--- src/rtl/idma_axi_read_responder.sv ---
// AXI4 read subordinate serving one INCR burst at a time from an in-order req/gnt memory; first R beat 3 cycles
// after AR (1-cycle memory), SLVERR bursts from cycle 1; R stalls hold the head beat, memory requests are credit-limited.
module idma_axi_read_responder #(
   parameter int unsigned DataWidth = 32,
   parameter int unsigned AddrWidth = 24,
   parameter int unsigned IdWidth   = 4,
   parameter int unsigned BufDepth  = 4
) (
   input  logic                 clk_i,
   input  logic                 rst_i,
   input  logic [IdWidth-1:0]   ar_id_i,
   input  logic [AddrWidth-1:0] ar_addr_i,
   input  logic [7:0]           ar_len_i,
   input  logic [2:0]           ar_size_i,
   input  logic [1:0]           ar_burst_i,
   input  logic                 ar_valid_i,
   output logic                 ar_ready_o,
   output logic [IdWidth-1:0]   r_id_o,
   output logic [DataWidth-1:0] r_data_o,
   output logic [1:0]           r_resp_o,
   output logic                 r_last_o,
   output logic                 r_valid_o,
   input  logic                 r_ready_i,
   output logic                 mem_req_o,
   input  logic                 mem_gnt_i,
   output logic [AddrWidth-1:0] mem_addr_o,
   input  logic                 mem_rvalid_i,
   input  logic [DataWidth-1:0] mem_rdata_i,
   input  logic                 mem_err_i,
   output logic                 busy_o
);
   localparam int unsigned StrbWidth   = DataWidth / 8;
   localparam int unsigned OffsetWidth = $clog2(StrbWidth);
   localparam int unsigned PtrWidth    = (BufDepth > 1) ? $clog2(BufDepth) : 1;
   localparam int unsigned CntWidth    = $clog2(BufDepth + 1);
   localparam logic [CntWidth:0] Credits    = (CntWidth + 1)'(BufDepth);
   localparam logic [1:0]        RespOkay   = 2'b00;
   localparam logic [1:0]        RespSlvErr = 2'b10;
   localparam logic [1:0]        BurstIncr  = 2'b01;

   typedef enum logic [1:0] {IDLE, READ, ERR} state_e;

   typedef struct packed {
      logic                 err;
      logic [DataWidth-1:0] data;
   } beat_t;

   state_e               state_q;
   logic [IdWidth-1:0]   id_q;
   logic [AddrWidth-1:0] addr_q;
   logic [8:0]           beats_q, req_cnt_q, beat_cnt_q;
   logic [CntWidth-1:0]  inflight_q, fifo_cnt_q;
   logic [PtrWidth-1:0]  wr_ptr_q, rd_ptr_q;
   beat_t                buf_q [BufDepth];

   logic [8:0]        ar_beats;
   logic [31:0]       ar_end;
   logic [CntWidth:0] credit_used;
   logic              ar_legal, ar_hs, r_hs, last_beat, grant, push, pop, head_vld;

   assign ar_beats = {1'b0, ar_len_i} + 9'd1;
   // 4 KiB check done wide so a burst ending past the page can never alias back below it
   assign ar_end   = 32'(ar_addr_i[11:0]) + (32'(ar_beats) << OffsetWidth);
   assign ar_legal = (ar_burst_i == BurstIncr) && (ar_size_i == 3'(OffsetWidth))
                  && (ar_addr_i[OffsetWidth-1:0] == '0) && (ar_end <= 32'd4096);

   assign ar_hs       = ar_ready_o && ar_valid_i;
   assign r_hs        = r_valid_o && r_ready_i;
   assign head_vld    = (state_q == READ) && (fifo_cnt_q != '0);
   assign last_beat   = (beat_cnt_q == beats_q - 9'd1);
   assign credit_used = {1'b0, inflight_q} + {1'b0, fifo_cnt_q};
   assign grant       = mem_req_o && mem_gnt_i;
   assign push        = mem_rvalid_i && (inflight_q != '0);
   assign pop         = r_hs && (state_q == READ);

   assign ar_ready_o = !rst_i && (state_q == IDLE);
   assign mem_req_o  = !rst_i && (state_q == READ) && (req_cnt_q < beats_q) && (credit_used < Credits);
   assign mem_addr_o = addr_q;
   assign r_valid_o  = !rst_i && (head_vld || (state_q == ERR));
   assign r_id_o     = rst_i ? '0 : id_q;
   assign r_data_o   = (!rst_i && head_vld) ? buf_q[rd_ptr_q].data : '0;
   assign r_resp_o   = !r_valid_o ? RespOkay :
                       ((state_q == ERR) || buf_q[rd_ptr_q].err) ? RespSlvErr : RespOkay;
   assign r_last_o   = r_valid_o && last_beat;
   assign busy_o     = !rst_i && ((state_q != IDLE) || (inflight_q != '0));

   always_ff @(posedge clk_i) begin
      if (rst_i) begin
         state_q    <= IDLE;
         id_q       <= '0;
         addr_q     <= '0;
         beats_q    <= '0;
         req_cnt_q  <= '0;
         beat_cnt_q <= '0;
         inflight_q <= '0;
         fifo_cnt_q <= '0;
         wr_ptr_q   <= '0;
         rd_ptr_q   <= '0;
      end else begin
         case (state_q)
            IDLE: if (ar_hs) begin
               id_q       <= ar_id_i;
               addr_q     <= ar_addr_i;
               beats_q    <= ar_beats;
               req_cnt_q  <= '0;
               beat_cnt_q <= '0;
               state_q    <= ar_legal ? READ : ERR;
            end
            READ, ERR: if (r_hs) begin
               beat_cnt_q <= beat_cnt_q + 9'd1;
               if (last_beat) state_q <= IDLE;
            end
            default: state_q <= IDLE;
         endcase

         if (grant) begin
            addr_q    <= addr_q + AddrWidth'(StrbWidth);
            req_cnt_q <= req_cnt_q + 9'd1;
         end

         case ({grant, push})
            2'b10:   inflight_q <= inflight_q + CntWidth'(1);
            2'b01:   inflight_q <= inflight_q - CntWidth'(1);
            default: inflight_q <= inflight_q;
         endcase

         case ({push, pop})
            2'b10:   fifo_cnt_q <= fifo_cnt_q + CntWidth'(1);
            2'b01:   fifo_cnt_q <= fifo_cnt_q - CntWidth'(1);
            default: fifo_cnt_q <= fifo_cnt_q;
         endcase

         if (push) wr_ptr_q <= (wr_ptr_q == PtrWidth'(BufDepth - 1)) ? '0 : wr_ptr_q + PtrWidth'(1);
         if (pop)  rd_ptr_q <= (rd_ptr_q == PtrWidth'(BufDepth - 1)) ? '0 : rd_ptr_q + PtrWidth'(1);
      end
   end

   // Storage needs no reset: occupancy is tracked by fifo_cnt_q
   always_ff @(posedge clk_i) begin
      if (push) buf_q[wr_ptr_q] <= {mem_err_i, mem_rdata_i};
   end

endmodule
--- config.mk ---
export PLATFORM = sky130hd
export DESIGN_NAME = idma_axi_read_responder
export DESIGN_NICKNAME = d
export VERILOG_FILES = /design/src/rtl/idma_axi_read_responder.sv
export SDC_FILE = /design/constraint.sdc
export NUM_CORES = 1
export LEC_CHECK = 0
export CELL_PAD_IN_SITES_DETAIL_PLACEMENT = 1
export CELL_PAD_IN_SITES_GLOBAL_PLACEMENT = 2
export CORE_UTILIZATION = 39
export CTS_CLUSTER_SIZE = 28
export DETAILED_ROUTE_END_ITERATION = 7
export PLACE_DENSITY_LB_ADDON = 0.1
export SYNTH_ARGS = -nofsm -noshare
export SYNTH_HDL_FRONTEND = slang
export SYNTH_SLANG_ARGS = --single-unit
--- constraint.sdc ---
create_clock -name clk_i -period 5.6 [get_ports clk_i]
set_clock_uncertainty 0.15 [all_clocks]
set_input_delay 0.84 -clock clk_i [delete_from_list [all_inputs] [get_ports clk_i]]
set_output_delay 0.84 -clock clk_i [all_outputs]
set_load 0.005 [all_outputs]
* Word level (Yosys, flattened, before mapping) *
Memories as Yosys holds them, arrays and structs flattened. A register that Yosys moved wholly into a read port is not among the register bits.
Index checks and enable logic that the tools add are counted.

operators by class
  $lt $le $gt $ge = 3
  equality and inequality tests = 14
  multiplexer cells = 25
  reduce and logical (&&, ||, !) cells = 36
  add/sub/neg operators = 13

operators by type and width
  cell                                                                count
  24-bit two-way mux                                                  3
  9-bit two-way mux                                                   4
  32-bit two-way mux                                                  1
  24-bit by 3-bit adder with 24-bit output, second input constant     1
  2-bit two-way mux                                                   10
  9-bit by 1-bit adder with 9-bit output, second input constant       2
  9-bit case mux with 2 select lines                                  1
  1-bit logical AND                                                   17
  12-bit by 11-bit adder with 13-bit output                           1
  13-bit less-or-equal comparator, second input constant              1
  3-bit case mux with 2 select lines                                  2
  2-bit nonzero test                                                  6
  2-bit == test, second input constant                                5
  8-bit by 1-bit adder with 9-bit output, second input constant       1
  9-bit == test                                                       1
  9-bit less-than comparator                                          1
  9-bit by 1-bit subtractor with 9-bit output, second input constant  1
  2-bit by 1-bit == test with 1-bit output, second input constant     4
  3-bit by 1-bit adder with 3-bit output, second input constant       2
  2-bit inequality test, second input constant                        3
  3-bit AND reduction                                                 2
  3-bit nonzero test                                                  2
  3-bit by 1-bit subtractor with 3-bit output, second input constant  2
  2-bit by 1-bit adder with 2-bit output, second input constant       2
  other kinds (11)                                                    16

word-level totals
  input bits = 80
  flip-flop bits (word level) = 67
  memories = 1
  logic and storage cells = 102
  bits in writable memories = 132

memories
  name   words  width  rd ports  clocked after Yosys merged registers in  wr ports  RTL line  text
  buf_q  4      33     1         1                                        1         54        beat_t buf_q [BufDepth];

* Depth between registers and ports, before layout *
Gate-level depths: netlist of the first run.

  depth after elaboration = 8
  gate-level depth with buffers = 15
  gate-level depth less buffers = 14

* Worst setup path before layout of the first run *
OpenSTA, ideal clock, no wires.

  kind = in2reg
  from = input ar_len_i[0]
  to = register state_q[1]
  arrival = 3188 ps
  stages on the path = 8
  setup slack = 2148 ps
  required time = 5337 ps
  setup time = 113 ps
  cell sequence = ha_1 -> fa_1 -> or4_1 -> nor4b_1 -> or4b_1 -> o31ai_2 -> or3b_1 -> a21oi_2

on the way
  cells in the longest elaborated chain, start to end = 7

RTL lines
  what                                       RTL line  text
  start, declared                            13        input logic [7:0] ar_len_i,
  8-bit by 1-bit adder with 9-bit output     61        assign ar_beats = {1'b0, ar_len_i} + 9'd1;
  12-bit by 11-bit adder with 13-bit output  63        assign ar_end = 32'(ar_addr_i[11:0]) + (32'(ar_beats) << OffsetWidth);
  13-bit less-or-equal comparator            65        && (ar_addr_i[OffsetWidth-1:0] == '0) && (ar_end <= 32'd4096);
  1-bit logical AND                          65
  2-bit two-way mux                          107       state_q <= ar_legal ? READ : ERR;
  2-bit two-way mux                          101       IDLE: if (ar_hs) begin
  2-bit case mux with 2 select lines         100       case (state_q)
  end signal, assigned                       107
  end, declared                              48        state_e state_q;

No other way between the ends. The select of a mux whose other input is x is not followed.
A chain may end at the register's enable or synchronous reset.

==> results of run 1 <==
[synthesized netlist by cell type (all sizes together), types with 3 or more instances]
library cell	number
fa	3
a211oi	4
o22ai	3
nor3	23
nand4	4
mux4	33
clkbuf	27
xnor2	15
a21o	4
or3	12
nor2	42
o21ai	29
and2	8
nor2b	4
a32oi	3
nand2b	6
o31ai	10
mux2i	3
inv	38
buf	10
nand3b	9
and3	52
or4	4
nand3	24
mux2	4
nor4	5
ha	34
xor2	14
o211ai	12
dfxtp	69
a21oi	38
edfxtp	132
nand2	63
a31oi	18
[worst min-delay path, cell delays in order, from the launching register on]
cell     delay, ns
dfxtp_1       0.31
nand2_1       0.05
a21oi_1       0.05
[routing by layer]
layer  track usage  routed length, um
met1        0.2436              10600
met2        0.3872              13490
met3       0.04355               1241
met4       0.05907                616
met5             0                  0
[final timing paths]
kind | cells after the start | endpoint
worst max-delay path | 4 | r_data_o[4]
worst min register to register | 2 | mem_addr_o[1]
worst max register to register | 14 | inflight_q[2]
worst min-delay path | 2 | mem_addr_o[1]
[area by class of cell]
| type | instances | share of cell area |
|---|---|---|
| antenna | 1 | 0.0002058 |
| clock buffer | 23 | 0.04734 |
| clock inverter | 19 | 0.02367 |
| inverter | 38 | 0.01173 |
| multi-input combinational | 514 | 0.3223 |
| sequential | 201 | 0.4398 |
| tap | 319 | 0.03283 |
| timing repair buffer | 150 | 0.1221 |
[metrics by stage]
stage	hold WS, ns	instance area, sq um	util
2_1_floorplan	0.3005	9568	-
3_3_place_gp	0.2957	11290	0.4754
3_5_place_dp	0.3021	11290	0.4754
4_1_cts	0.3110	12160	0.5117
5_1_grt	0.3317	12160	0.5117
6_report	0.3052	12160	0.5119
[cell families after synthesis]
group,count (synthesis)
simple gates,267
other cells,1
buf+inv,75
fa+ha+maj,37
compound gates,140
mux,40
xor+xnor,29
flops,201
[registers in the layout, indices dropped and copies added, names as in the netlist, named ones only]
signal / flops
id_q: 4
beats_q: 9
buf_q: 132
rd_ptr_q: 2
beat_cnt_q: 9
fifo_cnt_q: 3
req_cnt_q: 9
wr_ptr_q: 2
state_q: 2
inflight_q: 3
mem_addr_o: 24
[where the power goes]
group	total, mW	switching (mW)	internal [mW]
sequential	1.61	0.0204	1.59
combinational	0.278	0.143	0.135
clock	1.71	0.634	1.08
total	3.60	0.797	2.81
==> flow_summary_export.csv, run 1 <==
group,metric,value,unit
drt,drtIter0Drc,261,
hold_path,min_path_type,"reg2reg",
pwr,total_power,3.605,mW
setup_path,worst_path_max_delay_cell,"dfxtp_2",
setup_path,cpPeakStageDelay,0.93,ns
yosys,yosys_warnings,0,
setup_path,crit_path_start_kind,"flip-flop",
place,gp_congestion,0.7898,
die,dieArea,25160,sq um
yosys,ys_async_sr_fraction,0,
setup_path,critPathBufInv,2,
place,hpwlAfterDp,17.45,mm
timing,fmax,248.5,MHz
status,status,"finished, final reports clean",
yosys,synthXorXnorAreaFrac,0.02655,
die,core,23750,sq um
drt,wl_per_cell,20.52,um
clocking,ctsHoldBuffers,0,
cells_and_area,drive_above_1_share,0.1122,
timing,maxSlewHeadroom,0.1526,
timing,slew_violations,0,
pwr,powerDensity,296.5,nW/um^2
yosys,syn-instance-count,790,
setup_path,path_max_fanout,25,
global_route,antenna_found_initial,1,
pwr,ir_worst_vdd,0.2271,mV
yosys,yosys.area.top_type,"edfxtp_1",
die,initial_core_util,0.4028,
clocking,cts_resized,0,
clocking,h-tree-depth,1,
yosys,ys_seq_elements,201,
yosys,ys.flop_type,"edfxtp_1",
hold_path,min_from,"mem_addr_o[1]",
drt,dr.pass1.iters,4,
yosys,syn-num-nets,907,
timing,setup_viol,0,
die,rows,56,
timing,rsz0062_at_grt,"no",
global_route,track_usage,0.2097,
cells_and_area,fillers,2423,
yosys,synth-compound-area-share,0.09873,
clocking,cts_setup_buffers,0,
setup_path,r2r_start,"beats_q[6]",
yosys,synth_edf_count,132,
yosys,synth_top_family_by_area,"simple AND/OR/NAND/NOR gates",
die,die_w,158.6,um
setup_path,worst_setup_path_end_kind,"primary output",
setup_path,worstPathRequired,4.61,ns
setup_path,crit_chain,"buf_4, mux4_2, and3_1, clkdlybuf4s50_1",
clocking,cts_buffers,23,
cells_and_area,layout_common_cells,"clkdlybuf4s50_1, edfxtp_1, dfxtp_1, nand2_1, and3_1",
yosys,synth-simple-area-share,0.1471,
global_route,grt_pass1_vias,7504,
timing,hold_viol_final,0,
timing,finalCritPeriodShare,0.7187,
clocking,clk_pin_slew,0.06,ns
global_route,grt_max_degree,66,
timing,setup_tns,0,ns
place,numPortBuffers,145,
yosys,synth.mux.area_fraction,0.08552,
drt,drc_errors,0,
place,place_inst,1222,
job,drv_cap,0,
yosys,synth_area_per_cell,12.11,sq um
cells_and_area,multi_input_area,3919,sq um
clocking,cts_buffer_depth,3,
timing,fin_ws,1.575,ns
cells_and_area,nNetsFinal,1045,
yosys,synth.distinct_cells,76,
cells_and_area,layout_commonest_cell,"clkdlybuf4s50_1",
clocking,cts-root-buf,"clkbuf_16",
timing,period_minus_slack,4.025,ns
yosys,synthAdderAreaFrac,0.05074,
cells_and_area,post_layout_nonfiller_instances,1265,
clocking,numClockSinks,201,
yosys,synthesis.area,9568,sq um
clocking,cts_tree,"done",
yosys,synth_top_area_frac,0.4143,
drt,vias_per_cell,5.474,
drt,ant_nets,0,
setup_path,arrival,3.03,ns
drt,finalWirelength,25.96,mm
cells_and_area,regArea,5348,sq um
global_route,grt_overflow,0,
setup_path,critPathKind,"reg2out",
pwr,p_leak,4.196,nW
global_route,grt_pass1_wl,40.59,mm
place,dp_slack,1.301,ns
clocking,insertion_delay,0.52,ns
yosys,yosysSeqAreaShare,0.5587,
setup_path,crit_family,"flip-flops",
drt,num_vias,6925,
cells_and_area,syn_to_final_growth,27.07,%
die,die_h,158.6,um
timing,max_slew.worst_pin.slew,1.263,ns
die,ios,147,
yosys,synth.top_cells.by_area,"edfxtp_1, dfxtp_1, mux4_2, ha_1, and3_1",
setup_path,reg2reg_slack,1.70,ns
Note: power is estimated with default switching activity, not from simulation.
==> run 2: changes to the inputs <==
- CORE_UTILIZATION: 39 -> 33
- clock period: 5.6 -> 3.7 ns (I/O delays scaled with it)
==> flow_summary_export.csv, run 2 (synthesis gave the netlist of run 1 again) <==
group,metric,value,unit
clocking,clk_pin_slew,0.06,ns
timing,period_minus_slack,3.525,ns
timing,hold_viol_final,0,
global_route,grt_pass1_vias,7662,
die,die_h,172.3,um
clocking,insertion_delay,0.53,ns
drt,ant_nets,0,
hold_path,whs_path_depth,2,
clocking,cts_buffer_depth,3,
setup_path,worst_setup_path_end_kind,"flip-flop",
pwr,ir_worst_vdd,0.3708,mV
clocking,h-tree-depth,1,
setup_path,crit_path_start_kind,"input pin",
cells_and_area,drive_above_1_share,0.1352,
drt,drc_errors,0,
drt,drtIter0Drc,324,
setup_path,r2r_cells,14,
cells_and_area,largest-register,"buf_q",
timing,rsz0062_at_grt,"no",
cells_and_area,syn_to_final_growth,28.94,%
global_route,grt_max_degree,53,
setup_path,arrival,3.75,ns
drt,dr.pass1.iters,4,
place,gp_congestion,0.7786,
pwr,p_leak,4.290,nW
drt,vias_per_cell,5.240,
die,rows,61,
clocking,cts_buffers,24,
pwr,total_power,5.214,mW
die,initial_core_util,0.3397,
cells_and_area,largest_register_ffs,132,
global_route,antenna_found_initial,0,
clocking,ctsHoldBuffers,0,
drt,num_vias,7058,
place,place_area,11540,sq um
timing,slew_violations,0,
cells_and_area,layout_commonest_cell,"clkdlybuf4s50_1",
global_route,grt_overflow,0,
die,ios,147,
status,status,"finished, final reports clean",
setup_path,worstPathRequired,3.93,ns
clocking,cts_tree,"done",
cells_and_area,layout_common_cells,"clkdlybuf4s50_1, edfxtp_1, dfxtp_1, nand2_1, and3_1",
hold_path,min_path_type,"in2reg",
die,core,28160,sq um
setup_path,critPathKind,"in2reg",
drt,finalWirelength,27.05,mm
pwr,powerDensity,422.6,nW/um^2
timing,fmax,283.7,MHz
timing,finalCritPeriodShare,0.9526,
place,numPortBuffers,145,
cells_and_area,final_util,0.4380,
drt,wl_per_cell,20.08,um
die,die_w,172.3,um
cells_and_area,nNetsFinal,1068,
job,drv_cap,0,
timing,max_slew.worst_pin.slew,0.9892,ns
global_route,track_usage,0.1848,
timing,setup_viol,0,
die,dieArea,29680,sq um
place,hpwlAfterDp,18.73,mm
global_route,grt_pass1_wl,42.35,mm
setup_path,path_max_fanout,3,
clocking,cts-root-buf,"clkbuf_16",
cells_and_area,design_area,12340,sq um
cells_and_area,antenna_cells,0,
timing,maxSlewHeadroom,0.3405,
clocking,numClockSinks,201,
==> run 2: what timing repair did <==
item | in CTS | in global routing
resized for setup | 1 | 0
buffers inserted | 0 | 0
setup endpoints to repair | 1 | 0
==> run 2: report_power, final <==
part	switching [mW]	internal [mW]	total [mW]
Clock	0.963	1.37	2.33
Sequential	0.0298	2.41	2.44
Combinational	0.224	0.217	0.442
==> run 2: worst paths after layout <==
path                                 endpoint  slack (ns)     startpoint
worst max-delay path               state_q[1]        0.18    ar_len_i[0]
worst min-delay path            inflight_q[1]        0.22          rst_i
worst max register to register  inflight_q[2]        0.53     beats_q[7]
worst min register to register  mem_addr_o[0]        0.31  mem_addr_o[0]
==> run 2: per-stage QoR <==
step	worst slack (ns)	hold WS, ns	cells	setup TNS (ns)
after detailed placement	-0.3459	0.3128	1303	-0.6234
final	0.1753	0.2242	1347	0
after global placement	-0.2376	0.2954	1303	-0.4235
after floorplan	0.5333	0.3005	790	0
after CTS	0.1012	0.2015	1347	0
after global routing	0.01312	0.2368	1347	0
==> run 2: layout make-up <==
class / instances / area [sq um]
Clock buffer: 31 / 676.9
Clock inverter: 13 / 115.1
Fill cell: 2952 / 15830
Inverter: 38 / 142.6
Multi-Input combinational cell: 514 / 3919
Sequential cell: 201 / 5349
Tap cell: 378 / 473.0
Timing Repair Buffer: 172 / 1662
==> run 2: worst max-delay path, stage by stage <==
cell             delay (ns)
clkdlybuf4s50_1        0.47
ha_1                   0.36
fa_1                   0.46
or4_1                  0.50
nor4b_1                0.35
or4b_1                 0.50
o31ai_2                0.32
or3b_1                 0.18
a21oi_2                0.05
==> run 2: routing by layer <==
layer	GRT usage	wire length, um
met1	0.2239	11430
met5	0	0
met4	0.04733	584
met2	0.3343	13830
met3	0.03502	1208
==> run 3: changes to the inputs <==
- ABC_CLOCK_PERIOD_IN_PS: unset -> 3700
==> results of run 3 <==
No change in the layout: final DEF, timing and power equal those of run 2.
